===== src/rtl/mem_arbiter.sv =====
// rtl/mem_arbiter.sv - single-port memory arbiter: loader > round-robin fetch/data, fixed read latency
// Optional loader write port compiled in with MEM_ARB_LOADER_EN.
module mem_arbiter #(
   parameter int AW      = 12,
   parameter int MEM_LAT = 1
) (
   input  logic          CLK,
   input  logic          RST,
   input  logic          if_req,
   input  logic [AW-1:0] if_addr,
   output logic          if_gnt,
   output logic          if_rvalid,
   output logic [31:0]   if_rdata,
   input  logic          d_req,
   input  logic          d_we,
   input  logic [AW-1:0] d_addr,
   input  logic [3:0]    d_be,
   input  logic [31:0]   d_wdata,
   output logic          d_gnt,
   output logic          d_rvalid,
   output logic [31:0]   d_rdata,
`ifdef MEM_ARB_LOADER_EN
   input  logic          ld_req,
   input  logic [AW-1:0] ld_addr,
   input  logic [31:0]   ld_wdata,
   output logic          ld_gnt,
`endif
   output logic          mem_en,
   output logic          mem_we,
   output logic [AW-1:0] mem_addr,
   output logic [3:0]    mem_be,
   output logic [31:0]   mem_wdata,
   input  logic [31:0]   mem_rdata,
   output logic          busy
);

   localparam int CW = (MEM_LAT < 2) ? 1 : $clog2(MEM_LAT + 1);

   typedef enum logic {S_IDLE = 1'b0, S_WAIT = 1'b1} state_t;

   state_t        state_q;
   logic [CW-1:0] cnt_q;
   logic          owner_d_q;
   logic          last_d_q;
   logic          if_rvalid_q, d_rvalid_q, busy_q;
   logic [31:0]   if_rdata_q, d_rdata_q;

   logic idle, ld_win, if_win, d_win;

   assign idle = (state_q == S_IDLE) && !RST;
`ifdef MEM_ARB_LOADER_EN
   assign ld_win = idle && ld_req;
   assign ld_gnt = ld_win;
`else
   assign ld_win = 1'b0;
`endif
   // last_d_q=1 hands a tie to fetch, last_d_q=0 hands it to data
   assign if_win = idle && !ld_win && if_req && !(d_req && !last_d_q);
   assign d_win  = idle && !ld_win && d_req && (!if_req || !last_d_q);

   assign if_gnt    = if_win;
   assign d_gnt     = d_win;
   assign if_rvalid = if_rvalid_q;
   assign d_rvalid  = d_rvalid_q;
   assign if_rdata  = if_rdata_q;
   assign d_rdata   = d_rdata_q;
   assign busy      = busy_q;

   always_comb begin
      mem_en    = 1'b0;
      mem_we    = 1'b0;
      mem_addr  = '0;
      mem_be    = 4'b0000;
      mem_wdata = 32'h0;
`ifdef MEM_ARB_LOADER_EN
      if (ld_win) begin
         mem_en    = 1'b1;
         mem_we    = 1'b1;
         mem_addr  = ld_addr;
         mem_be    = 4'b1111;
         mem_wdata = ld_wdata;
      end else
`endif
      if (if_win) begin
         mem_en   = 1'b1;
         mem_addr = if_addr;
         mem_be   = 4'b1111;
      end else if (d_win) begin
         mem_en    = 1'b1;
         mem_we    = d_we;
         mem_addr  = d_addr;
         mem_be    = d_be;
         mem_wdata = d_wdata;
      end
   end

   always_ff @(posedge CLK) begin
      if (RST) begin
         state_q     <= S_IDLE;
         cnt_q       <= '0;
         owner_d_q   <= 1'b0;
         last_d_q    <= 1'b1;
         if_rvalid_q <= 1'b0;
         d_rvalid_q  <= 1'b0;
         if_rdata_q  <= 32'h0;
         d_rdata_q   <= 32'h0;
         busy_q      <= 1'b0;
      end else begin
         if_rvalid_q <= 1'b0;
         d_rvalid_q  <= 1'b0;
         case (state_q)
            S_IDLE: begin
               if (if_win) begin
                  last_d_q  <= 1'b0;
                  owner_d_q <= 1'b0;
                  cnt_q     <= CW'(MEM_LAT);
                  busy_q    <= 1'b1;
                  state_q   <= S_WAIT;
               end else if (d_win) begin
                  last_d_q <= 1'b1;
                  if (!d_we) begin
                     owner_d_q <= 1'b1;
                     cnt_q     <= CW'(MEM_LAT);
                     busy_q    <= 1'b1;
                     state_q   <= S_WAIT;
                  end
               end
            end
            S_WAIT: begin
               if (cnt_q == CW'(1)) begin
                  if (owner_d_q) begin
                     d_rdata_q  <= mem_rdata;
                     d_rvalid_q <= 1'b1;
                  end else begin
                     if_rdata_q  <= mem_rdata;
                     if_rvalid_q <= 1'b1;
                  end
                  busy_q  <= 1'b0;
                  state_q <= S_IDLE;
               end else begin
                  cnt_q <= cnt_q - CW'(1);
               end
            end
            default: state_q <= S_IDLE;
         endcase
      end
   end

endmodule


===== config.mk =====
export PLATFORM = sky130hd
export DESIGN_NAME = mem_arbiter
export DESIGN_NICKNAME = d
export VERILOG_FILES = /design/src/rtl/mem_arbiter.sv
export SDC_FILE = /design/constraint.sdc
export NUM_CORES = 1
export LEC_CHECK = 0
export CAP_MARGIN = 20
export CORE_MARGIN = 2
export CORE_UTILIZATION = 38
export CTS_BUF_LIST = sky130_fd_sc_hd__clkbuf_8
export DETAILED_ROUTE_END_ITERATION = 7
export PLACE_DENSITY = 0.95
export SETUP_SLACK_MARGIN = 0.4
export SLEW_MARGIN = 10
export SYNTH_ARGS = -nofsm -noshare
export SYNTH_HDL_FRONTEND = slang
export SYNTH_SLANG_ARGS = --single-unit

===== constraint.sdc =====
create_clock -name CLK -period 3.2 [get_ports CLK]
set_input_delay 0.64 -clock CLK [delete_from_list [all_inputs] [get_ports CLK]]
set_output_delay 0.64 -clock CLK [all_outputs]
set_load 0.05 [all_outputs]

==> run summary, run 1 <==
status: finished clean
wire length on met2: 6250 um
M1 WL: 4460 um
startpoint types: input port
via count: 3350
vias in the first global route: 3491
metal3 WL: 951 um
Area Growth Syn to Fin: 102%
Static Leak: 2.21 nW
commonest non-fill, non-tap cell in the layout: clkdlybuf4s50_1
DP HPWL: 9130 um
fill cell count: 439
initial detailed-routing violation count: 196
Final Setup Violations: 0
hold depth: 2
Rows: 31
Synth Register Bits: 71
Worst Hold Class: register to register
Vias/cell: 4.93
P_sw: 0.000682 W
worst r2r path cells: 4
Die Y-Extent: 91.5 um
dpl ws: 313 ps
CP Data Required Time: 2560 ps
final hold viol count: 0
Fin Clk Skew: 10.1 ps
register share of total power: 0.408
global route total overflow: 0
area leader, netlist: dfxtp_1
largest net degree at the start of global routing: 73
Post-CTS Hold Buffers: 0
Setup TNS: 0 ps
Tmin final: 2580 ps
Yosys cell types: 28
TritonCTS Buffers: 9
Storage cell area: 1420 um2
Synth Cell Area: 2910 um2
effective utilization at floorplan: 0.397
TritonRoute pass-1 iters: 4
Routed Antenna Nets: 0
max layer used: met5
drt total wl: 12200 um
first-pass GRT wire length: 18500 um
YS warnings: 0
most frequent cells in the layout: clkdlybuf4s50_1 (160), nand2_1 (129), dfxtp_1 (71), a21oi_1 (67), buf_12 (53)
IO Port Bufs: 215
P_int: 0.00159 W
top-area cell type share of the netlist area: 0.489
initial antenna violation count: 1
CP endpoint kind: output pin
antenna fix cells: 0
Max Fclk: 0.387 GHz
hold slack: 454 ps
All-Layer GR Usage: 0.285
layout cells sized above 1: 0.145
Post-synth EDFFs: 0
full die area: 8370 um2
H-tree levels: 3
CP startpoint: if_req
switch share: 0.299
dpl cells: 661
Non-Filler Instances: 680
Synth Area per Inst: 7.90 um2
post-synth net total: 465
Worst-Margin Slew: 920 ps
Final Slew Violations: 0
crit share post-route: 0.808
VDD IR max: 348 uV
Crit path arrival time: 1940 ps
top cells by area, synth: dfxtp_1 (49%), nand2_1 (17%), a21oi_1 (12%)
total power: 0.00228 W
Worst-Skew Late Latency: 350 ps
Syn Inst Count: 368
Pwr Density: 387 nW/um2
clock root buffer: clkbuf_8
critical path class: input port to output pin
Multi-input gate area: 1340 um2
area of the core: 7330 um2
setup repair after global routing missed its margin: false
max-cap violations: 0
CTS tree: yes
slew margin rel.: 0.387
number of I/O pins: 216
Clock Sinks: 71
reg-to-reg critical path startpoint: state_q
DRC: 0
clock network power share: 0.308
Post-layout nets: 673
worst-path maximum fanout: 25
combinational power share: 0.284
Reg clk slew, reported paths: 70 ps
Setup WS post-layout: 615 ps
Hold Startpoint: d_rdata[21]
post-synthesis sequential area ratio: 0.489
maximum root-to-sink buffer count: 2
wire length per cell: 17.9 um
gpl congestion: 0.845
most used flip-flop cell after synthesis: dfxtp_1
ys async rst share: 0
width of the die: 91.5 um
-- worst max-delay path, cell delays in order --
cell and delay (ps):
dlygate4sd2_1 310, a211oi_4 280, buf_4 170, buf_12 160
a22o_1 230, buf_12 150
-- cells in the mapped netlist (2+ instances only) --
cell type	number
a21o_1	4
clkbuf_1	14
clkbuf_2	2
a22o_1	12
buf_4	3
dfxtp_1	71
buf_1	2
nand2_1	129
and2_1	33
nand2b_4	2
a21oi_1	67
inv_1	2
buf_2	7
nor2_1	3
nand2b_1	2
a211oi_1	2
nand3b_1	2
-- final timing paths --
kind / slack, ps / endpoint
worst min-delay path: 450 / d_rdata[21]
worst min register to register: 450 / d_rdata[21]
worst max-delay path: 620 / mem_addr[7]
worst max register to register: 1260 / if_rdata[12]
-- what timing repair did --
| action | CTS | global route |
|---|---|---|
| setup buffers | 2 | 0 |
| resized for setup | 2 | 0 |
| setup endpoints to repair | 48 | 0 |
-- final cells by class --
type | instances | area share
clock inverters | 6 | 0.0104
multi-input cells | 266 | 0.228
well taps | 99 | 0.0211
inverters | 2 | 0.00128
flip-flops and latches | 71 | 0.242
clock buffers | 10 | 0.0234
repair buffers | 226 | 0.474
-- metrics by stage --
| stage | util | cell area [um2] |
|---|---|---|
| 6_report | 0.802 | 5880 |
| 5_1_grt | 0.802 | 5880 |
| 4_1_cts | 0.802 | 5880 |
| 3_5_place_dp | 0.768 | 5630 |
| 3_3_place_gp | 0.768 | 5630 |
| 2_1_floorplan | - | 2910 |
-- power groups by stage --
stage	logic (W)	clock network [W]	registers (W)
6_report	0.000647	0.000700	0.000928
5_1_grt	0.000674	0.000745	0.000931
4_1_cts	0.000648	0.000711	0.000928
3_5_place_dp	0.000637	0	0.000948
3_3_place_gp	0.000628	0	0.000946
2_1_floorplan	0.000221	0	0.00102
-- kinds of logic (layout without fill, tap and decap cells) --
logic type,after synthesis,after routing,synth area share
flip-flops,71,71,0.489
AND/OR/NAND/NOR,177,177,0.278
AO/OA/AOI/OAI,89,89,0.183
buffers and inverters,31,244,0.0503
-- state kept, by name, summed over array words and instances, names as in the netlist --
| name | flops |
|---|---|
| if_rdata | 32 |
| last_d_q | 1 |
| d_rvalid | 1 |
| if_rvalid | 1 |
| cnt_q | 1 |
| owner_d_q | 1 |
| state_q | 1 |
| d_rdata | 32 |
| busy | 1 |
-- routing by layer --
| layer | global-route usage | up-vias |
|---|---|---|
| met4 | 0.139 | 2 |
| met1 | 0.297 | 1545 |
| met2 | 0.507 | 145 |
| met3 | 0.0996 | 41 |
| li1 | - | 1617 |
| met5 | 0 | - |
No activity file was read; power rests on OpenSTA's default activity.
==> run 2, diff against run 1 <==
--- a/config.mk
+++ b/config.mk
@@ -7,10 +7,10 @@
 export LEC_CHECK = 0
 export CAP_MARGIN = 20
 export CORE_MARGIN = 2
-export CORE_UTILIZATION = 38
+export CORE_UTILIZATION = 32
 export CTS_BUF_LIST = sky130_fd_sc_hd__clkbuf_8
 export DETAILED_ROUTE_END_ITERATION = 7
-export PLACE_DENSITY = 0.95
+export PLACE_DENSITY = 0.87
 export SETUP_SLACK_MARGIN = 0.4
 export SLEW_MARGIN = 10
 export SYNTH_ARGS = -nofsm -noshare
==> constraint.sdc (replaced) <==
create_clock -name CLK -period 2.1 [get_ports CLK]
set_input_delay 0.42 -clock CLK [delete_from_list [all_inputs] [get_ports CLK]]
set_output_delay 0.42 -clock CLK [all_outputs]
set_load 0.05 [all_outputs]
==> run 2 against run 1 <==
  * The run now ends with negative setup slack left
  * Flip-flop and latch count unchanged
  * Setup slack got worse by 630 ps
  * First-iteration DRC count decreased by 10%
  * Die area increased by 18%
  * Wire length increased by 3.6%
  * Critical path type unchanged
  * Critical endpoint is now mem_addr[2]
  * Largest power group unchanged
==> run summary, run 2 (same netlist as run 1, synthesis figures left out) <==
P_int: 0.00246 W
effective utilization at floorplan: 0.332
initial detailed-routing violation count: 176
Worst Hold Class: register to register
Worst-Margin Slew: 738 ps
VDD IR max: 520 uV
vias in the first global route: 3447
TritonRoute pass-1 iters: 4
Clock Sinks: 71
startpoint types: input port
total power: 0.00351 W
Die Y-Extent: 99.3 um
Area after DPL: 5860 um2
wire length on met2: 6940 um
critical path class: input port to output pin
Crit path arrival time: 1690 ps
Reg clk slew, reported paths: 60 ps
CP Data Required Time: 1680 ps
Worst-Skew Late Latency: 330 ps
maximum root-to-sink buffer count: 2
antenna fix cells: 0
final hold viol count: 0
clock root buffer: clkbuf_8
full die area: 9870 um2
All-Layer GR Usage: 0.238
IO Port Bufs: 215
Rows: 34
combinational power share: 0.303
CP endpoint kind: output pin
crit share post-route: 1.01
metal3 WL: 1120 um
Static Leak: 2.68 nW
H-tree levels: 3
status: complete, but fails checks
P_sw: 0.00105 W
width of the die: 99.3 um
Final Slew Violations: 0
DP HPWL: 9180 um
area of the core: 8760 um2
commonest non-fill, non-tap cell in the layout: nand2_1
Area Growth Syn to Fin: 112%
dpl ws: -243 ps
clock network power share: 0.295
Final Setup Violations: 3
final instance area: 6170 um2
Pwr Density: 569 nW/um2
DRC: 0
failing checks: negative setup slack
wire length per cell: 18.0 um
initial antenna violation count: 0
global route total overflow: 0
largest net degree at the start of global routing: 73
Routed Antenna Nets: 0
register share of total power: 0.402
Setup WS post-layout: -13.9 ps
slew margin rel.: 0.508
layout cells sized above 1: 0.245
most frequent cells in the layout: nand2_1 (129), clkdlybuf4s50_1 (93), dfxtp_1 (69), a21oi_1 (67), dlygate4sd2_1 (64)
number of I/O pins: 216
CTS tree: yes
gpl congestion: 0.852
Vias/cell: 4.88
switch share: 0.298
Tmin final: 2110 ps
Post-CTS Hold Buffers: 0
max layer used: met4
Max Fclk: 0.473 GHz
Post-layout nets: 685
Fin Clk Skew: 9.41 ps
first-pass GRT wire length: 18400 um
worst-path maximum fanout: 8
setup repair after global routing missed its margin: true
max-cap violations: 0
M1 WL: 4390 um
Setup TNS: -18.9 ps
via count: 3419
drt total wl: 12600 um
TritonCTS Buffers: 9
-- run 2: cell types whose count changed in the layout (fill, tap and decap cells not counted), sizes merged, moves of 2 or more --
cell / change
clkdlybuf4s50: -67
clkinv: -3
clkdlybuf4s15: +5
inv: +2
clkbuf: +2
buf: +11
dlygate4sd2: +62
-- run 2: layout make-up --
type                            count  area (um2)
Clock buffer                       10         138
Clock inverter                      6        53.8
Fill cell                         625        2600
Inverter                            2        7.51
Multi-Input combinational cell    266        1550
Sequential cell                    71        1430
Tap cell                          108         135
Timing Repair Buffer              238        2860
-- run 2: through the flow --
| step | hold WS (ps) | instances | utilization |
|---|---|---|---|
| after global placement | 442 | 679 | 0.669 |
| after floorplan | 481 | 368 | - |
| after detailed placement | 447 | 679 | 0.669 |
| final | 451 | 701 | 0.704 |
| after global routing | 476 | 701 | 0.704 |
| after CTS | 452 | 698 | 0.691 |
-- run 2: power groups by stage --
stage	sequential, W	clock, W	combinational, W
5_1_grt	0.00142	0.00113	0.00110
3_5_place_dp	0.00144	0	0.00103
6_report	0.00141	0.00104	0.00106
4_1_cts	0.00141	0.00107	0.00103
2_1_floorplan	0.00156	0	0.000378
3_3_place_gp	0.00144	0	0.00101
-- run 2: layer usage --
layer | vias to the layer above | track usage
met1 | 1624 | 0.241
met5 | - | 0
met3 | 17 | 0.0963
li1 | 1639 | -
met2 | 139 | 0.456
met4 | 0 | 0.0527
-- run 2: repair_timing --
action	CTS	global route
cloned	1	3
pin swaps	1	2
buffers inserted	2	0
endpoints found under the setup margin	119	56
resized for setup	82	22
-- run 2: path summary, 6_finish.rpt --
check	from	to	slack [ps]	depth (start not counted)
worst max-delay path	if_req	mem_addr[2]	-10	6
worst min-delay path	d_rdata[15]	d_rdata[15]	450	2
worst max register to register	state_q	d_rdata[6]	580	5
worst min register to register	d_rdata[15]	d_rdata[15]	450	2
-- run 2: critical path, cell delays in order --
cell and delay (ps):
clkdlybuf4s15_1 330, nand2b_4 100, nor3b_4 320, buf_6 200
a22o_2 170, buf_12 140
